## src/rtl/cp0_intr_unit.sv

```systemverilog
// cp0_intr_unit: coprocessor-0 exception/interrupt unit for the pipelined core.
// Holds SR, Cause, EPC and PRId. Decides between a hardware interrupt and a
// synchronous exception from the M stage, records the victim PC and raises a
// combinational request that flushes the pipeline to the handler.
`timescale 1ns/1ps
module cp0_intr_unit #(
    parameter logic [31:0] PRID_VAL     = 32'h0000_4D49,
    parameter int          EPC_MASK_LOW = 2
) (
    input  logic        clk,
    input  logic        reset,
    input  logic [4:0]  A1,
    input  logic [4:0]  A2,
    input  logic [31:0] DIn,
    input  logic        WE,
    input  logic [31:0] PC,
    input  logic        BD,
    input  logic [4:0]  ExcCode,
    input  logic [5:0]  HWInt,
    input  logic        EXLClr,
    output logic        IntReq,
    output logic [31:0] EPC_out,
    output logic [31:0] DOut
);

    // Coprocessor-0 register numbers as seen by mfc0/mtc0.
    localparam logic [4:0] REG_SR    = 5'd12;
    localparam logic [4:0] REG_CAUSE = 5'd13;
    localparam logic [4:0] REG_EPC   = 5'd14;
    localparam logic [4:0] REG_PRID  = 5'd15;

    // Clears the low EPC_MASK_LOW bits so EPC always holds an aligned address.
    localparam logic [31:0] EPC_MASK = ~((32'd1 << EPC_MASK_LOW) - 32'd1);

    // Status register fields (all other SR bits read as zero).
    logic [5:0]  sr_im_q,     sr_im_d;
    logic        sr_exl_q,    sr_exl_d;
    logic        sr_ie_q,     sr_ie_d;

    // Cause register fields (all other Cause bits read as zero).
    logic        cause_bd_q,  cause_bd_d;
    logic [5:0]  cause_ip_q,  cause_ip_d;
    logic [4:0]  cause_exc_q, cause_exc_d;

    // Exception program counter.
    logic [31:0] epc_q,       epc_d;

    // Entry decision.
    logic        int_hit;
    logic        exc_hit;
    logic        entry;

    // Architectural views of SR and Cause for reads.
    logic [31:0] sr_word;
    logic [31:0] cause_word;

    // Decide whether to enter the handler this cycle; EXL masks everything.
    always_comb begin
        int_hit = (|(HWInt & sr_im_q)) & sr_ie_q & ~sr_exl_q;
        exc_hit = (ExcCode != 5'd0) & ~sr_exl_q;
        entry   = int_hit | exc_hit;
    end

    assign IntReq  = entry;
    assign EPC_out = epc_q;

    // Next-state selection: entry beats eret, eret beats (and follows) mtc0.
    always_comb begin
        // NOTE: every _d gets a default from its _q first, so no path through
        // this block leaves a variable unassigned and no latch is inferred.
        sr_im_d     = sr_im_q;
        sr_exl_d    = sr_exl_q;
        sr_ie_d     = sr_ie_q;
        cause_bd_d  = cause_bd_q;
        cause_exc_d = cause_exc_q;
        epc_d       = epc_q;
        // Pending lines are tracked every cycle regardless of the mask.
        cause_ip_d  = HWInt;

        if (entry) begin
            // mtc0 and eret in the same cycle are dropped with the flushed instruction.
            sr_exl_d    = 1'b1;
            cause_bd_d  = BD;
            cause_exc_d = int_hit ? 5'd0 : ExcCode;
            epc_d       = (BD ? (PC - 32'd4) : PC) & EPC_MASK;
        end else begin
            if (WE) begin
                case (A2)
                    REG_SR: begin
                        sr_im_d  = DIn[15:10];
                        sr_exl_d = DIn[1];
                        sr_ie_d  = DIn[0];
                    end
                    REG_EPC: epc_d = DIn & EPC_MASK;
                    default: ; // Cause, PRId and unmapped numbers are not writable
                endcase
            end
            // eret is applied after a same-cycle SR write so EXL always ends up clear.
            if (EXLClr) begin
                sr_exl_d = 1'b0;
            end
        end
    end

    // State register with synchronous, active-high reset.
    always_ff @(posedge clk) begin
        // NOTE: sequential state uses non-blocking assignments so every register
        // samples the pre-edge values, independent of statement order.
        if (reset) begin
            sr_im_q     <= 6'd0;
            sr_exl_q    <= 1'b0;
            sr_ie_q     <= 1'b0;
            cause_bd_q  <= 1'b0;
            cause_ip_q  <= 6'd0;
            cause_exc_q <= 5'd0;
            epc_q       <= 32'd0;
        end else begin
            sr_im_q     <= sr_im_d;
            sr_exl_q    <= sr_exl_d;
            sr_ie_q     <= sr_ie_d;
            cause_bd_q  <= cause_bd_d;
            cause_ip_q  <= cause_ip_d;
            cause_exc_q <= cause_exc_d;
            epc_q       <= epc_d;
        end
    end

    // Assemble the 32-bit register images from their fields.
    always_comb begin
        sr_word           = 32'd0;
        sr_word[15:10]    = sr_im_q;
        sr_word[1]        = sr_exl_q;
        sr_word[0]        = sr_ie_q;

        cause_word        = 32'd0;
        cause_word[31]    = cause_bd_q;
        cause_word[15:10] = cause_ip_q;
        cause_word[6:2]   = cause_exc_q;
    end

    // mfc0 read mux over current register values; no same-cycle write bypass.
    always_comb begin
        DOut = 32'd0;
        case (A1)
            REG_SR:    DOut = sr_word;
            REG_CAUSE: DOut = cause_word;
            REG_EPC:   DOut = epc_q;
            REG_PRID:  DOut = PRID_VAL;
            default:   DOut = 32'd0;
        endcase
    end

endmodule

```

## config.mk

```make
export PLATFORM = sky130hd
export DESIGN_NAME = cp0_intr_unit
export DESIGN_NICKNAME = d
export VERILOG_FILES = /design/src/rtl/cp0_intr_unit.sv
export SDC_FILE = /design/constraint.sdc
export NUM_CORES = 1
export LEC_CHECK = 0
export BUFFER_PORTS_ARGS = -buffer_cell sky130_fd_sc_hd__buf_2
export CAP_MARGIN = 15
export CORE_MARGIN = 10
export CORE_UTILIZATION = 49
export DETAILED_ROUTE_END_ITERATION = 8
export PLACE_DENSITY = 0.89
export SLEW_MARGIN = 5
export SYNTH_ARGS = -nofsm -noshare
export SYNTH_HDL_FRONTEND = slang
export SYNTH_SLANG_ARGS = --single-unit
```

## constraint.sdc

```tcl
create_clock -name clk -period 2.5 [get_ports clk]
set_clock_uncertainty 0.2 [all_clocks]
set_input_delay 0.25 -clock clk [delete_from_list [all_inputs] [get_ports clk]]
set_output_delay 0.25 -clock clk [all_outputs]
set_load 0.01 [all_outputs]
```

======== After elaboration in Yosys (flattened, before gate mapping) ========
Index checks and enable logic that the tools add are counted.
storage, ports and cells
  bits in registers ....................... 50
  input bits .............................. 90
  output and inout bits ................... 65
  logic and storage cells ................. 40
cells by class
  $add $sub $neg .......................... 1
  eq/ne operators ......................... 6
  mux-type cells .......................... 10
  bitwise logic cells ..................... 7
  reductions and logical operators ........ 9
operators by type and width
  kind                   number
  $mux 32                4
  $pmux 32 s4            1
  $sub 32x3->32 const B  1
  $eq 5x4->1 const B     6
  $and 6x6->6            1
  $reduce_bool 3->1      2
  $reduce_or 6->1        1
  $mux 5                 1
  $reduce_bool 5->1      1
  $mux 1                 4
  $reduce_and 2->1       2
  $reduce_bool 2->1      2
  $and 1x1->1            3
  $reduce_and 3->1       1
  $not 1->1              2
  $or 1x1->1             1

======== Longest topological paths before layout ========
Gate-level depths: netlist of run 1.
  depth in word-level cells ............... 7
  mapped depth ............................ 7
  gate-level depth less buffers ........... 6

======== Worst setup path after synthesis of run 1 ========
No wires, ideal clock.
  path kind ............................... input-to-reg
  start point ............................. input BD
  end point ............................... register epc_q[31] (netlist: EPC_out[31])
  library setup time ...................... 0.074 ns
  data arrival time ....................... 1.836 ns
  required time ........................... 2.226 ns
  path slack .............................. 0.390 ns
  stages .................................. 5
  path buffers ............................ 1
  path through ............................ buf_2 -> or3b_1 -> or4_1 -> or4_1 -> a31oi_1
between the ends
  cells in the longest elaborated chain, start to end .. 2
ends and longest elaborated chain
  item                    line  source
  start: declaration      17    input logic BD,
  $mux 32                 85    epc_d = (BD ? (PC - 32'd4) : PC) & EPC_MASK;
  $mux 32                 80    if (entry) begin
  end signal: assignment  124   epc_q <= epc_d;
  end: declaration        46    logic [31:0] epc_q, epc_d;
Every way passes these cells.
A chain may end at the register's enable or synchronous reset.

======== Final worst setup path of run 1 ========
  start point ............................. register sr_im_q[3]
  end point ............................... output IntReq
between the ends
  cells in the longest elaborated chain, start to end .. 5
ends and longest elaborated chain
  item                      line  source
  start: declaration        36    logic [5:0] sr_im_q, sr_im_d;
  start signal: assignment  118   sr_im_q <= sr_im_d;
  $and 6x6->6               59    int_hit = (|(HWInt & sr_im_q)) & sr_ie_q & ~sr_exl_q;
  $reduce_or 6->1           59
  $and 1x1->1 (2 in a row)  59
  $or 1x1->1                61    entry = int_hit | exc_hit;
  end: declaration          21    output logic IntReq,
Every way passes these cells.

==> out/qor.log, run 1 <==
[routing] routed vias/inst 6.095
[yosys] average instance area after synthesis 7.570 µm²
[place] placed wire-length estimate 10,040 µm
[timing] Worst Slack Setup Final 154.1 ps
[layout] multi-input combinational cell area 2345 µm²
[yosys] Compound-Gate Fraction of Synth Area 0.2320
[yosys] post-synthesis instance total 481
[timing] timing-limited maximum frequency 426.3 MHz
[routing] count of vias placed by the detailed router 4,382
[yosys] main combinational cell family by area after synthesis simple AND/OR/NAND/NOR gates
[pwr] Power Density 409.4 nW/µm²
[timing] unrepaired setup endpoints after global routing no
[layout] final-stage net count 710
[global_route] antenna violations before repair 0
[place] cell area reported after detailed placement 4503 µm²
[worst_setup_path] worst setup path class reg2out
[yosys] sequential cell area fraction in the yosys report 0.2749
[timing] max-slew violation count 0
[pwr] static leakage 0.001986 µW
[yosys] flip-flop and latch count after synthesis 50
[global_route] via count of the first global-routing pass 4,204
[layout] sequential cell area 1001 µm²
[yosys] most common flop cell mapped by yosys sky130_fd_sc_hd__dfxtp_1
[yosys] Post-synth EDFFs 0
[clock_network] clock root buffer sky130_fd_sc_hd__clkbuf_8
[yosys] area share of and/or/nand/nor cells after synthesis 0.3378
[global_route] largest net degree at the start of global routing 64
[clock_network] Max H-tree Level 2
[global_route] total global routing track utilization 0.2223
[clock_network] clock latency reported for the late side of the worst-skew pair 310 ps
[yosys] arithmetic-cell share of the synthesized area counting full adders, half adders and majority gates 0.003436
[die] total core area 7253 µm²
[layout] Fill cells 572
[die] Std-Cell Rows 31
[worst_setup_path] kind of start point of the critical path flop
[routing] first-pass detailed-route iteration total 5
[place] number of buffers added on ports 150
[yosys] Synth warnings 0
[timing] headroom to the max-slew limit 0.4977
[yosys] multiplexer fraction of the synthesized cell area 0.02749
[die] count of pins on the block boundary 155
[timing] Final Hold Viols 0
[worst_hold_path] startpoint of the lowest-slack hold path DIn[14]
[die] Die H 106.2 µm
[flow_run] Maximum Capacitance Violations 0
[worst_setup_path] launch instance of the worst register-to-register path sr_im_q[3]
[timing] final setup violation count 0
[layout] most frequent cells in the layout sky130_fd_sc_hd__buf_2, sky130_fd_sc_hd__dfxtp_1, sky130_fd_sc_hd__a31oi_1, sky130_fd_sc_hd__inv_1, sky130_fd_sc_hd__and4_1
[worst_setup_path] endpoint of the worst register-to-register path EPC_out[18]
[routing] detailed-route DRC error count 0
[worst_setup_path] required arrival time at the worst endpoint 2050 ps
[layout] final std cell area, no fill 4725 µm²
[global_route] total grt overflow 0
[yosys] Yosys top cell by area sky130_fd_sc_hd__dfxtp_1
[yosys] post-synth cell types 45
[layout] post-synthesis to final-layout area growth 29.76%
[worst_hold_path] min-delay worst type in2reg
[worst_setup_path] worst-path maximum fanout 13
[timing] Tightest Pin Transition 753.4 ps
[worst_hold_path] hold path endpoint sr_im_q[4]
[yosys] synthesized-area fraction occupied by xor and xnor cells 0.03127
[clock_network] Clock transition at path regs 100 ps
[worst_hold_path] number of cells traversed by the worst hold path 3
[clock_network] CTS tree built
[die] Die Outline Area 11,280 µm²
[timing] final total negative setup slack 0 ps
[routing] count of antenna-violating nets left after detailed routing 0
[yosys] proportion of synthesized flip-flops having asynchronous set or reset 0
[worst_setup_path] reg2reg path depth 6
[routing] Wirelength per Cell 18.48 µm
[yosys] area of the mapped netlist 3641 µm²
[layout] layout cells sized above 1 0.3065
[worst_setup_path] worst reg-to-reg setup slack 250 ps
[layout] most common cell after layout, fill and taps aside sky130_fd_sc_hd__buf_2
[worst_setup_path] element type at the critical path end output port
[place] setup slack after placement 224.1 ps
[place] placer's final routability congestion estimate 0.9048
[die] chip width 106.2 µm
[yosys] cell types with the largest area share after synthesis sky130_fd_sc_hd__dfxtp_1, sky130_fd_sc_hd__a31oi_1, sky130_fd_sc_hd__and4_1, sky130_fd_sc_hd__clkbuf_1, sky130_fd_sc_hd__o41ai_1
[timing] final critical-path required period 2346 ps
[yosys] fraction of synthesized cell area taken by the top area cell type 0.2749
[global_route] first-pass GRT wire length 21,120 µm
[routing] number of DRC violations after detailed-routing iteration 0 531
[timing] final clock period utilization by the worst path 0.9384
[die] effective utilization at floorplan 0.5020
[outcome] run status finished, final reports clean
[layout] antenna diode count 0
[clock_network] Resized cells post-CTS 0
[worst_setup_path] Critical Path AT 1900 ps
[clock_network] TritonCTS Sinks 50
[clock_network] Num CTS Buffers 5
[clock_network] maximum number of buffers from clock root to sink 2
[pwr] largest voltage drop on the vdd net 241.5 µV
[routing] final WL 13,290 µm
## routing by layer
layer	GRT usage	vias to the layer above	wire [µm]
met5	0	-	0
met4	0.09091	0	408
met3	0.06220	37	1319
met2	0.3622	269	6281
met1	0.2698	1987	5280
li1	-	2089	-
## worst max-delay path: stages, from the launching register on
cell	delay (ps)
sky130_fd_sc_hd__dfxtp_1	350
sky130_fd_sc_hd__a22oi_1	360
sky130_fd_sc_hd__a311oi_4	210
sky130_fd_sc_hd__or2_2	470
sky130_fd_sc_hd__buf_2	190
## registers in the layout, indices dropped and copies added, names as in the netlist
| name | cells |
|---|---|
| sr_ie_q | 1 |
| cause_bd_q | 1 |
| sr_im_q | 6 |
| cause_exc_q | 5 |
| cause_ip_q | 6 |
| sr_exl_q | 1 |
| EPC_out | 30 |
## kinds of logic after synthesis
| family | after synthesis |
|---|---|
| simple gates | 195 |
| compound gates | 124 |
| buf+inv | 87 |
| flops | 50 |
| xor+xnor | 13 |
| mux | 10 |
| fa+ha+maj | 1 |
| other cells | 1 |
## layout make-up
class                      count  area share
sequential                    50      0.2119
tap                           99     0.02622
clock buffer                   5     0.01457
inverter                      36     0.02860
timing repair buffer         181      0.2172
clock inverter                 3    0.005297
multi-input combinational    345      0.4963
## power by group
part | switching [µW] | internal, µW | leakage (µW)
Combinational | 303 | 223 | 0.00153
Sequential | 49.0 | 857 | 0.000414
Clock | 299 | 203 | 0.0000447
Total | 652 | 1280 | 0.00199
## worst max-delay path by stage
stage          startpoint     endpoint  slack [ps]  cells after the start
6_report       sr_im_q[3]       IntReq         150                      4
2_1_floorplan          BD  EPC_out[31]         390                      5
3_3_place_gp        PC[3]  EPC_out[31]         230                      5
4_1_cts        sr_im_q[3]       IntReq          60                      4
3_5_place_dp        PC[3]  EPC_out[31]         220                      5
5_1_grt        sr_im_q[2]       IntReq         100                      4
## synth_stat cells, types with 2 or more instances
cell type                  instances
sky130_fd_sc_hd__xor2_1            6
sky130_fd_sc_hd__dfxtp_1          50
sky130_fd_sc_hd__a211oi_1         17
sky130_fd_sc_hd__a21oi_1          12
sky130_fd_sc_hd__o21a_1            4
sky130_fd_sc_hd__nor2b_1          12
sky130_fd_sc_hd__clkbuf_1         48
sky130_fd_sc_hd__nor4_1           22
sky130_fd_sc_hd__o41ai_1          16
sky130_fd_sc_hd__a22oi_1           7
sky130_fd_sc_hd__a31o_2            2
sky130_fd_sc_hd__a31oi_1          45
sky130_fd_sc_hd__nand2_1          25
sky130_fd_sc_hd__nand3_1           9
sky130_fd_sc_hd__xnor2_1           7
sky130_fd_sc_hd__buf_4             2
sky130_fd_sc_hd__nor3_1           11
sky130_fd_sc_hd__or2_2             2
sky130_fd_sc_hd__or3b_2            4
sky130_fd_sc_hd__o21ai_0          10
sky130_fd_sc_hd__or4_1            11
sky130_fd_sc_hd__nand3b_1          3
sky130_fd_sc_hd__o31ai_1           9
sky130_fd_sc_hd__mux2i_1          10
sky130_fd_sc_hd__inv_1            36
sky130_fd_sc_hd__nand4_1           6
sky130_fd_sc_hd__nor2_1           21
sky130_fd_sc_hd__and2_1           17
sky130_fd_sc_hd__or3_1             9
sky130_fd_sc_hd__and4_1           30
sky130_fd_sc_hd__nor3b_1           3
sky130_fd_sc_hd__a311oi_1          2
## metrics by stage
stage	power, µW	std cells	utilization	hold WS (ps)
after floorplan	1191	482	-	178.2
after global placement	1409	698	0.6208	246.1
after CTS	1927	718	0.6503	0.2593
final	1934	719	0.6514	6.335
after detailed placement	1424	698	0.6208	257.0
after global routing	2015	719	0.6514	8.915
## repair_timing
item / 4_1_cts / 5_1_grt
setup buffers: 0 / 1
hold buffers: 12 / 0
endpoints found under the setup margin: 0 / 1
hold endpoints to repair: 12 / 0
Note: power is estimated with default switching activity, not from simulation.
==> inputs of run 2 (changes only) <==
Settings changed: MAX_ROUTING_LAYER from default to met4.
==> run 2 against run 1 <==
Net effect:
- sequential share of layout area fell by 0.21 points
- cell area rose by 0.98%
- largest cell class unchanged
- setup slack got worse by 11 ps
- utilization rose by 0.64 points
- combinational power rose by 1%
- register-to-register slack barely moved
- critical endpoint unchanged
- first-iteration DRC count rose by 14%
- highest routed layer unchanged
- die area did not move
- fmax fell by 0.46%
==> out/qor.log, run 2 (same netlist as run 1, synthesis figures left out) <==
[clock_network] Clock transition at path regs 90 ps
[outcome] run status finished, final reports clean
[timing] max-slew violation count 0
[timing] unrepaired setup endpoints after global routing no
[layout] layout cells sized above 1 0.3129
[timing] timing-limited maximum frequency 424.3 MHz
[die] Die H 106.2 µm
[worst_setup_path] category of cells accounting for the largest share of critical-path delay compound AO/OA/AOI/OAI gates
[layout] fin util 0.6578
[layout] post-synthesis to final-layout area growth 31.03%
[worst_setup_path] element type at the critical path end output port
[clock_network] clock latency reported for the late side of the worst-skew pair 310 ps
[clock_network] Num CTS Buffers 5
[die] Die Outline Area 11,280 µm²
[clock_network] CTS tree built
[global_route] total global routing track utilization 0.2338
[die] count of pins on the block boundary 155
[routing] detailed-route DRC error count 0
[die] chip width 106.2 µm
[clock_network] Resized cells post-CTS 0
[layout] flip-flop count of the largest register after layout 30
[global_route] via count of the first global-routing pass 4,218
[place] placer's final routability congestion estimate 0.9332
[die] Std-Cell Rows 31
[die] effective utilization at floorplan 0.5020
[pwr] static leakage 0.002018 µW
[die] total core area 7253 µm²
[global_route] antenna violations before repair 0
[worst_setup_path] maximum cell stage delay along the critical path 470 ps
[routing] Wirelength per Cell 19.14 µm
[timing] final setup violation count 0
[place] number of buffers added on ports 150
[worst_setup_path] critical path buffer and inverter count 1
[layout] final std cell area, no fill 4771 µm²
[worst_setup_path] required arrival time at the worst endpoint 2050 ps
[place] cell area reported after detailed placement 4538 µm²
[pwr] Power Density 446.7 nW/µm²
[routing] top sig layer met4
[place] placed insts 701
[routing] final WL 13,760 µm
[layout] final-stage net count 710
[clock_network] TritonCTS Sinks 50
[routing] met2 wire length 6682 µm
[global_route] total grt overflow 0
[layout] most frequent cells in the layout sky130_fd_sc_hd__buf_2, sky130_fd_sc_hd__dfxtp_1, sky130_fd_sc_hd__a31oi_1, sky130_fd_sc_hd__inv_1, sky130_fd_sc_hd__and4_1
[layout] most common cell after layout, fill and taps aside sky130_fd_sc_hd__buf_2
[place] placed wire-length estimate 10,420 µm
[pwr] largest voltage drop on the vdd net 333.2 µV
[timing] final clock period utilization by the worst path 0.9427
[routing] met3 layer wire length in the routed design 1263 µm
[routing] count of vias placed by the detailed router 4,454
[timing] Worst Slack Setup Final 143.3 ps
[timing] final critical-path required period 2357 ps
[routing] routed vias/inst 6.195
[timing] headroom to the max-slew limit 0.5232
[timing] Tightest Pin Transition 715.2 ps
[clock_network] maximum number of buffers from clock root to sink 2
[timing] Final Hold Viols 0
[clock_network] clock root buffer sky130_fd_sc_hd__clkbuf_8
[routing] count of antenna-violating nets left after detailed routing 0
[routing] first-pass detailed-route iteration total 5
[routing] DRT met1 WL 5457 µm
[global_route] largest net degree at the start of global routing 64
[clock_network] Max H-tree Level 2
[worst_setup_path] series of cell instances along the critical path a22oi_1, a311oi_4, or2_2, buf_2
[worst_setup_path] Critical Path Slowest Stage Cell sky130_fd_sc_hd__or2_2
[worst_setup_path] kind of start point of the critical path flop
[worst_hold_path] min-delay worst type in2reg
[routing] number of DRC violations after detailed-routing iteration 0 605
[global_route] first-pass GRT wire length 21,470 µm
[layout] final standard cell count with taps included and fillers excluded 719
[timing] final total negative setup slack 0 ps
[place] setup slack after placement 208.6 ps
[layout] antenna diode count 0
[worst_setup_path] worst setup path class reg2out
[worst_setup_path] worst-path maximum fanout 12
[flow_run] Maximum Capacitance Violations 0
[worst_setup_path] Critical Path AT 1910 ps
## run 2: routing by layer
metal	global-route usage	vias up
met5	-	-
met4	0.08414	0
met3	0.04287	37
met2	0.3878	277
met1	0.2774	2050
li1	-	2090
## run 2: per-stage QoR
step           power [µW]  hold WS (ps)
2_1_floorplan        1191         178.2
3_3_place_gp         1416         247.2
3_5_place_dp         1432         255.7
4_1_cts              2111         1.077
5_1_grt              2209         7.235
6_report             2131         11.57
## run 2: what timing repair did
item	4_1_cts	5_1_grt
setup buffers	0	2
endpoints found under the hold margin	8	0
endpoints found under the setup margin	0	1
hold buffers	8	0
## run 2: area by class of cell
| cell class | instances | area (µm²) |
|---|---|---|
| Clock buffer | 5 | 68.82 |
| Clock inverter | 3 | 68.82 |
| Fill cell | 619 | 2482 |
| Inverter | 36 | 135.1 |
| Multi-Input combinational cell | 345 | 2345 |
| Sequential cell | 50 | 1001 |
| Tap cell | 99 | 123.9 |
| Timing Repair Buffer | 181 | 1028 |
## run 2: power by group
group          switching, µW  internal [µW]  leakage [µW]
Sequential              51.7            857      0.000414
Clock                    287            401     0.0000683
Combinational            310            224       0.00154
## run 2: worst register-to-register path, cell delays in order (launching register included)
cell	delay (ps)
sky130_fd_sc_hd__dfxtp_1	340
sky130_fd_sc_hd__a22oi_1	370
sky130_fd_sc_hd__a311oi_4	230
sky130_fd_sc_hd__buf_4	200
sky130_fd_sc_hd__buf_4	160
sky130_fd_sc_hd__nor4_2	250
sky130_fd_sc_hd__buf_4	220
sky130_fd_sc_hd__mux2i_1	220
## run 2: worst paths after layout
path               from       endpoint  slack [ps]  cells past startpoint
min            HWInt[0]  cause_ip_q[0]          10                      2
max reg2reg  sr_im_q[3]     sr_im_q[5]         240                      7
min reg2reg     sr_ie_q        sr_ie_q         270                      2
max          sr_im_q[3]         IntReq         140                      4
